[src/rtl/orb_desc_xor_slicer.sv]
// XOR a query/candidate ORB descriptor pair and stream the difference as
// SLICE_W-bit slices. Optional stall input enabled by macro ORB_SLICE_HOLD_EN.
module orb_desc_xor_slicer #(
  parameter int DESC_W  = 256,
  parameter int SLICE_W = 16,
  parameter int TAG_W   = 8
) (
  input  logic               i_clk,
  input  logic               i_rst,
  input  logic               i_valid,
  input  logic [DESC_W-1:0]  i_desc_a,
  input  logic [DESC_W-1:0]  i_desc_b,
  input  logic [TAG_W-1:0]   i_tag,
`ifdef ORB_SLICE_HOLD_EN
  input  logic               i_hold,
`endif
  output logic               o_accept,
  output logic               o_ready,
  output logic [SLICE_W-1:0] o_value,
  output logic               o_first,
  output logic               o_last,
  output logic [TAG_W-1:0]   o_tag,
  output logic               o_overrun
);

  localparam int NUM_SLICES = DESC_W / SLICE_W;
  localparam int IDX_W      = (NUM_SLICES > 1) ? $clog2(NUM_SLICES) : 1;
  localparam logic [IDX_W-1:0] LAST_IDX = IDX_W'(NUM_SLICES - 1);

  typedef enum logic [0:0] {
    ST_IDLE = 1'b0,
    ST_EMIT = 1'b1
  } state_t;

  state_t             state_q, state_d;
  logic [IDX_W-1:0]   idx_q, idx_d;
  logic [DESC_W-1:0]  x_q, x_d;
  logic [TAG_W-1:0]   tag_q, tag_d;
  logic               ready_q, ready_d;
  logic [SLICE_W-1:0] value_q, value_d;
  logic               first_q, first_d;
  logic               last_q, last_d;
  logic [TAG_W-1:0]   otag_q, otag_d;
  logic               overrun_q, overrun_d;

  logic               hold_s;
  logic               accept_s;
  logic               take_s;
  logic               at_last_s;
  logic [SLICE_W-1:0] slice_s;

`ifdef ORB_SLICE_HOLD_EN
  assign hold_s = i_hold;
`else
  assign hold_s = 1'b0;
`endif

  assign at_last_s = (idx_q == LAST_IDX);
  // A new pair can be taken while the final slice of the current one is being registered.
  assign accept_s  = (state_q == ST_IDLE) || ((state_q == ST_EMIT) && at_last_s && !hold_s);
  assign take_s    = i_valid && accept_s;
  assign slice_s   = x_q[int'(idx_q) * SLICE_W +: SLICE_W];

  always_comb begin
    state_d   = state_q;
    idx_d     = idx_q;
    x_d       = x_q;
    tag_d     = tag_q;
    ready_d   = 1'b0;
    value_d   = value_q;
    first_d   = 1'b0;
    last_d    = 1'b0;
    otag_d    = otag_q;
    overrun_d = i_valid && !accept_s;

    case (state_q)
      ST_IDLE: begin
        if (take_s) begin
          x_d     = i_desc_a ^ i_desc_b;
          tag_d   = i_tag;
          idx_d   = '0;
          state_d = ST_EMIT;
        end else begin
          state_d = ST_IDLE;
        end
      end
      ST_EMIT: begin
        if (!hold_s) begin
          ready_d = 1'b1;
          value_d = slice_s;
          first_d = (idx_q == '0);
          last_d  = at_last_s;
          otag_d  = tag_q;
          if (at_last_s) begin
            idx_d = '0;
            if (take_s) begin
              x_d     = i_desc_a ^ i_desc_b;
              tag_d   = i_tag;
              state_d = ST_EMIT;
            end else begin
              state_d = ST_IDLE;
            end
          end else begin
            idx_d = idx_q + IDX_W'(1);
          end
        end else begin
          idx_d = idx_q;
        end
      end
      default: begin
        state_d = ST_IDLE;
        idx_d   = '0;
      end
    endcase
  end

  always_ff @(posedge i_clk or posedge i_rst) begin
    if (i_rst) begin
      state_q   <= ST_IDLE;
      idx_q     <= '0;
      x_q       <= '0;
      tag_q     <= '0;
      ready_q   <= 1'b0;
      value_q   <= '0;
      first_q   <= 1'b0;
      last_q    <= 1'b0;
      otag_q    <= '0;
      overrun_q <= 1'b0;
    end else begin
      state_q   <= state_d;
      idx_q     <= idx_d;
      x_q       <= x_d;
      tag_q     <= tag_d;
      ready_q   <= ready_d;
      value_q   <= value_d;
      first_q   <= first_d;
      last_q    <= last_d;
      otag_q    <= otag_d;
      overrun_q <= overrun_d;
    end
  end

  assign o_accept  = accept_s;
  assign o_ready   = ready_q;
  assign o_value   = value_q;
  assign o_first   = first_q;
  assign o_last    = last_q;
  assign o_tag     = otag_q;
  assign o_overrun = overrun_q;

endmodule

[config.mk]
export PLATFORM = sky130hd
export DESIGN_NAME = orb_desc_xor_slicer
export DESIGN_NICKNAME = d
export VERILOG_FILES = /design/src/rtl/orb_desc_xor_slicer.sv
export SDC_FILE = /design/constraint.sdc
export NUM_CORES = 1
export LEC_CHECK = 0
export BUFFER_PORTS_ARGS = -buffer_cell sky130_fd_sc_hd__buf_4
export CORE_AREA = 2 2 215 217
export CTS_CLUSTER_SIZE = 8
export DETAILED_ROUTE_END_ITERATION = 10
export DIE_AREA = 0 0 217 219
export SETUP_SLACK_MARGIN = 0.02
export SLEW_MARGIN = 40
export SYNTH_ARGS = -nofsm -noshare
export SYNTH_HDL_FRONTEND = slang
export SYNTH_SLANG_ARGS = --single-unit
[constraint.sdc]
create_clock -name i_clk -period 9.1 [get_ports i_clk]
set_clock_uncertainty 0.05 [all_clocks]
set_input_delay 1.365 -clock i_clk [delete_from_list [all_inputs] [get_ports i_clk]]
set_output_delay 1.365 -clock i_clk [all_outputs]
set_load 0.01 [all_outputs]
Word level (Yosys, flattened, before mapping)
Cells that the tools add are included.
{ "op_classes": {"addsub": 1, "n_eq_ne": 3, "n_shift": 1, "mux": 15, "n_bitwise": 2, "reduce_logical": 6} }
{ "ops": {"columns": ["cell", "count"], "rows": [
  ["$mux 256", 2],
  ["$pmux 256 s2", 1],
  ["$shiftx 256x9->16", 1],
  ["$xor 256x256->256", 1],
  ["$mux 8", 2],
  ["$pmux 8 s2", 1],
  ["$mux 4", 2],
  ["$pmux 4 s2", 1],
  ["$mux 1", 5],
  ["$add 4x1->4 const B", 1],
  ["$eq 4x4->1 const B", 1],
  ["$logic_not 4->1", 1],
  ["$logic_and 1x1->1", 3],
  ["$ne 2x1->1 const B", 1],
  ["$ne 2x2->1 const B", 1],
  ["$pmux 1 s2", 1],
  ["$logic_not 1->1", 1],
  ["$logic_or 1x1->1", 1],
  ["$not 1->1", 1]
]} }
{ "totals": {"reg_bits": 297, "input_bits": 523, "out_inout_bits": 29} }

Logic depth before layout (Yosys ltp)
{ "logic_depth": {"depth_word": 7, "depth_mapped": 8, "depth_no_buf": 5} }

Worst setup path before layout
OpenSTA, ideal clock, no wires.
{ "synth_timing": {"path_type": "input -> register", "start": "input i_valid", "end": "register x_q[120]", "setup_ps": 126, "arrival_ps": 2168, "t_required_ps": 8924, "path_slack_ps": 6756, "path_stages": 5, "path_cell_list": "a21boi_0 > buf_2 > clkbuf_1 > buf_2 > a21oi_1"} }
{ "synth_via": {"elab_chain_cells": 4} }
{ "synth_rtl": {"columns": ["item", "line_no", "source"], "rows": [
  ["start: declaration", "10", "input logic i_valid,"],
  ["$logic_and 1x1->1 (*)", "61", "assign take_s = i_valid && accept_s;"],
  ["$mux 256 (*)", null, null],
  ["$mux 256", null, null],
  ["$pmux 256 s2 (*)", null, null],
  ["end signal: assignment", "121", "x_q <= '0;"],
  ["end signal: assignment", "132", "x_q <= x_d;"],
  ["end: declaration", "37", "logic [DESC_W-1:0] x_q, x_d;"]
]} }
Mark *: on every way between the ends. The rest lies on a longest branch, timed or not. The select of a mux whose other input is x is not followed.
A chain may end at the register's enable or synchronous reset.

Worst setup path in the final report
{ "layout_timing": {"start": "register idx_q[1]", "end": "output o_accept"} }
{ "layout_via": {"elab_chain_cells": 3} }
{ "layout_rtl": {"columns": ["item", "line_no", "source"], "rows": [
  ["start: declaration", "36", "logic [IDX_W-1:0] idx_q, idx_d;"],
  ["start signal: assignment", "131", "idx_q <= idx_d;"],
  ["$eq 4x4->1", "58", "assign at_last_s = (idx_q == LAST_IDX);"],
  ["$logic_and 1x1->1", "60", "assign accept_s = (state_q == ST_IDLE) || ((state_q == ST_EMIT) && at_last_s && !hold_s);"],
  ["$logic_or 1x1->1", "60", null],
  ["end: declaration", "17", "output logic o_accept,"]
]} }
No other way between the ends.

==> flow_summary.json <==
{
  "run_status": "finished clean",
  "cp.arrival_ns": 2.04,
  "ys_seq_area_share_pct": 50.7,
  "cap_violations": 0,
  "crit_start": "idx_q[1]",
  "die_area_mm2": 0.0475,
  "setup_viol": 0,
  "syn_nets": 1915,
  "num_io_pins": 552,
  "syn_to_final_growth_pct": 39.7,
  "grt_max_degree": 163,
  "antenna_found_initial": 0,
  "rr_startpoint": "idx_q[1]",
  "worstPathMaxFanout": 18,
  "async_flop_share_pct": 100,
  "synth_top_cell_area_share_pct": 50.7,
  "cp.required_ns": 7.69,
  "nets": 2432,
  "grt_pass1_wl_um": 70900,
  "p_total_mw": 6.31,
  "insertion_delay_ns": 0.54,
  "setup_tns_ns": 0,
  "syn_avg_cell_area_um2": 10.5,
  "dp_cells": 2462,
  "design_area_mm2": 0.0205,
  "rsz0062_at_grt": "no",
  "grt_util_all_layers_pct": 20.1,
  "irDropWorstVdd_uv": 109,
  "drive_gt1_share_pct": 35.0,
  "drv_slew": 0,
  "fmax_mhz": 289,
  "total_leakage_power_nw": 8.90,
  "hold_class": "reg2reg",
  "cts_inserted_buffers": 43,
  "row_count": 78,
  "cts.sinks": 297,
  "clk_pin_slew_ns": 0.05,
  "worstSetupEndpointType": "primary output",
  "start_util_pct": 32.5,
  "dr.first_iter.drc_count": 638,
  "htreeDepth": 2,
  "yosysMostFrequentCell": "dfrtp_1",
  "routed_wl_um": 48600,
  "power.density_mw_per_mm2": 308,
  "cts_hold_buf": 0,
  "vias": 11800,
  "relSlewSlack_pct": 47.2,
  "layout_setup_ws_ns": 5.64,
  "synth_edf_count": 0,
  "die-width_um": 217,
  "synthDistinctLibCells": 32,
  "crit_type": "reg2out",
  "antennaDiodeCount": 0,
  "core-area_mm2": 0.0451,
  "hold_start": "tag_q[1]",
  "cts_resized": 0,
  "cts_max_path_buffers": 3,
  "routabilityCongestion": 0.803,
  "avgViaCountPerCell": 4.71,
  "finalHoldViolations": 0,
  "pre_cts_ws_ns": 5.75,
  "startpoint_type": "flip-flop",
  "fin_cells": 2513,
  "synth_common_cells": "dfrtp_1 (297), nor2_1 (287), a21oi_1 (257)",
  "tightestPinTransition_ns": 0.791,
  "postCtsSetupBuffers": 0,
  "grt_overflow_total": 0,
  "dpl.hpwl_um": 37000,
  "ys_top_cells_by_area": "dfrtp_1 (51%), xnor2_1 (15%), a21oi_1 (8.8%), nor2_1 (7.4%), mux4_2 (5.4%)",
  "min_period_ns": 3.46,
  "period_share_pct": 38.0,
  "grt_pass1_vias": 12000,
  "cts_root_buffer": "clkbuf_16",
  "syn-instance-count": 1390,
  "synth_warnings": 0,
  "drcViolationCount": 0,
  "die_height_um": 219,
  "place_area_mm2": 0.0193,
  "routedWlPerCell_um": 19.3,
  "synth_area_mm2": 0.0147,
  "cts_tree": "yes",
  "antenna_left": 0,
  "io_buffer_count": 551,
  "dr.pass1.iters": 5,
  "ys_ff_latch": 297,
  "ys.flop_type": "dfrtp_1",
  "yosysTopAreaCell": "dfrtp_1"
}
where the power goes:
group          leakage, nW  switching (mW)  total [mW]  internal [mW]
logic                 5.00            1.29        2.45           1.16
registers             3.32           0.417        2.41           1.99
clock network        0.580           0.561        1.45          0.890
total                 8.90            2.27        6.31           4.04
layout make-up:
class / count / area [um2]
Fill cell: 4294 / 24600
Sequential cell: 297 / 7440
Multi-Input combinational cell: 999 / 6770
Inverter: 4 / 18.8
Clock buffer: 51 / 1180
Tap cell: 600 / 751
Timing Repair Buffer: 562 / 4310
per-layer routing:
| metal | part of all wire [%] | wire length, um | GRT usage, % |
|---|---|---|---|
| met1 | 41 | 20100 | 25.4 |
| met2 | 51 | 24700 | 35.5 |
| met3 | 5.7 | 2790 | 3.51 |
| met4 | 2.0 | 958 | 5.59 |
| met5 | 0 | 0 | 0 |
kinds of logic after synthesis:
kind of cell             Yosys count  share of synthesized area, %
adder cells (fa/ha/maj)            2                         0.171
AND/OR/NAND/NOR                  304                          8.05
multiplexers                     112                          10.8
XOR/XNOR                         257                          15.4
buffers and inverters             94                          3.12
flip-flops                       297                          50.7
AO/OA/AOI/OAI                    324                          11.8
flip-flops by register name, indices dropped and copies added (netlist names):
| name | count |
|---|---|
| tag_q | 8 |
| o_tag | 8 |
| o_first | 1 |
| x_q | 256 |
| o_last | 1 |
| idx_q | 4 |
| o_overrun | 1 |
| o_ready | 1 |
| o_value | 16 |
| state_q | 1 |
per-stage QoR:
step / hold slack, ns / utilization, %
final: 0.448 / 45.4
after floorplan: 0.378 / -
after global routing: 0.464 / 45.4
after detailed placement: 0.440 / 42.8
after CTS: 0.452 / 45.4
after global placement: 0.437 / 42.6
cell usage in the layout (no fill, tap or decap), types with 3 or more instances in the layout:
| master | n |
|---|---|
| buf_4 | 552 |
| dfrtp_1 | 294 |
| nor2_1 | 287 |
| a21oi_1 | 257 |
| xnor2_1 | 256 |
| mux2i_1 | 60 |
| clkbuf_16 | 45 |
| mux4_2 | 35 |
| o22ai_1 | 30 |
| mux2_2 | 17 |
| a22oi_1 | 15 |
| a31oi_1 | 15 |
| buf_6 | 6 |
| nand2_1 | 4 |
| inv_1 | 3 |
| o21ai_0 | 3 |
| clkbuf_8 | 3 |
| clkbuf_1 | 3 |
| dfrtp_4 | 3 |
path summary, 6_finish.rpt:
check,cells after the start,endpoint,slack (ns)
max,4,o_accept,5.64
min,1,o_tag[1],0.45
max reg2reg,7,x_q[205],6.00
min reg2reg,1,o_tag[1],0.45
max in group asynchronous,5,x_q[130],6.71
min in group asynchronous,3,x_q[36],0.98
worst max-delay path, cell delays in order, from the launching register on:
cell	delay, ns
dfrtp_4	0.64
ha_1	0.31
nand3_1	0.20
nand2_1	0.19
buf_4	0.16
Power figures use the tool's default switching activity.
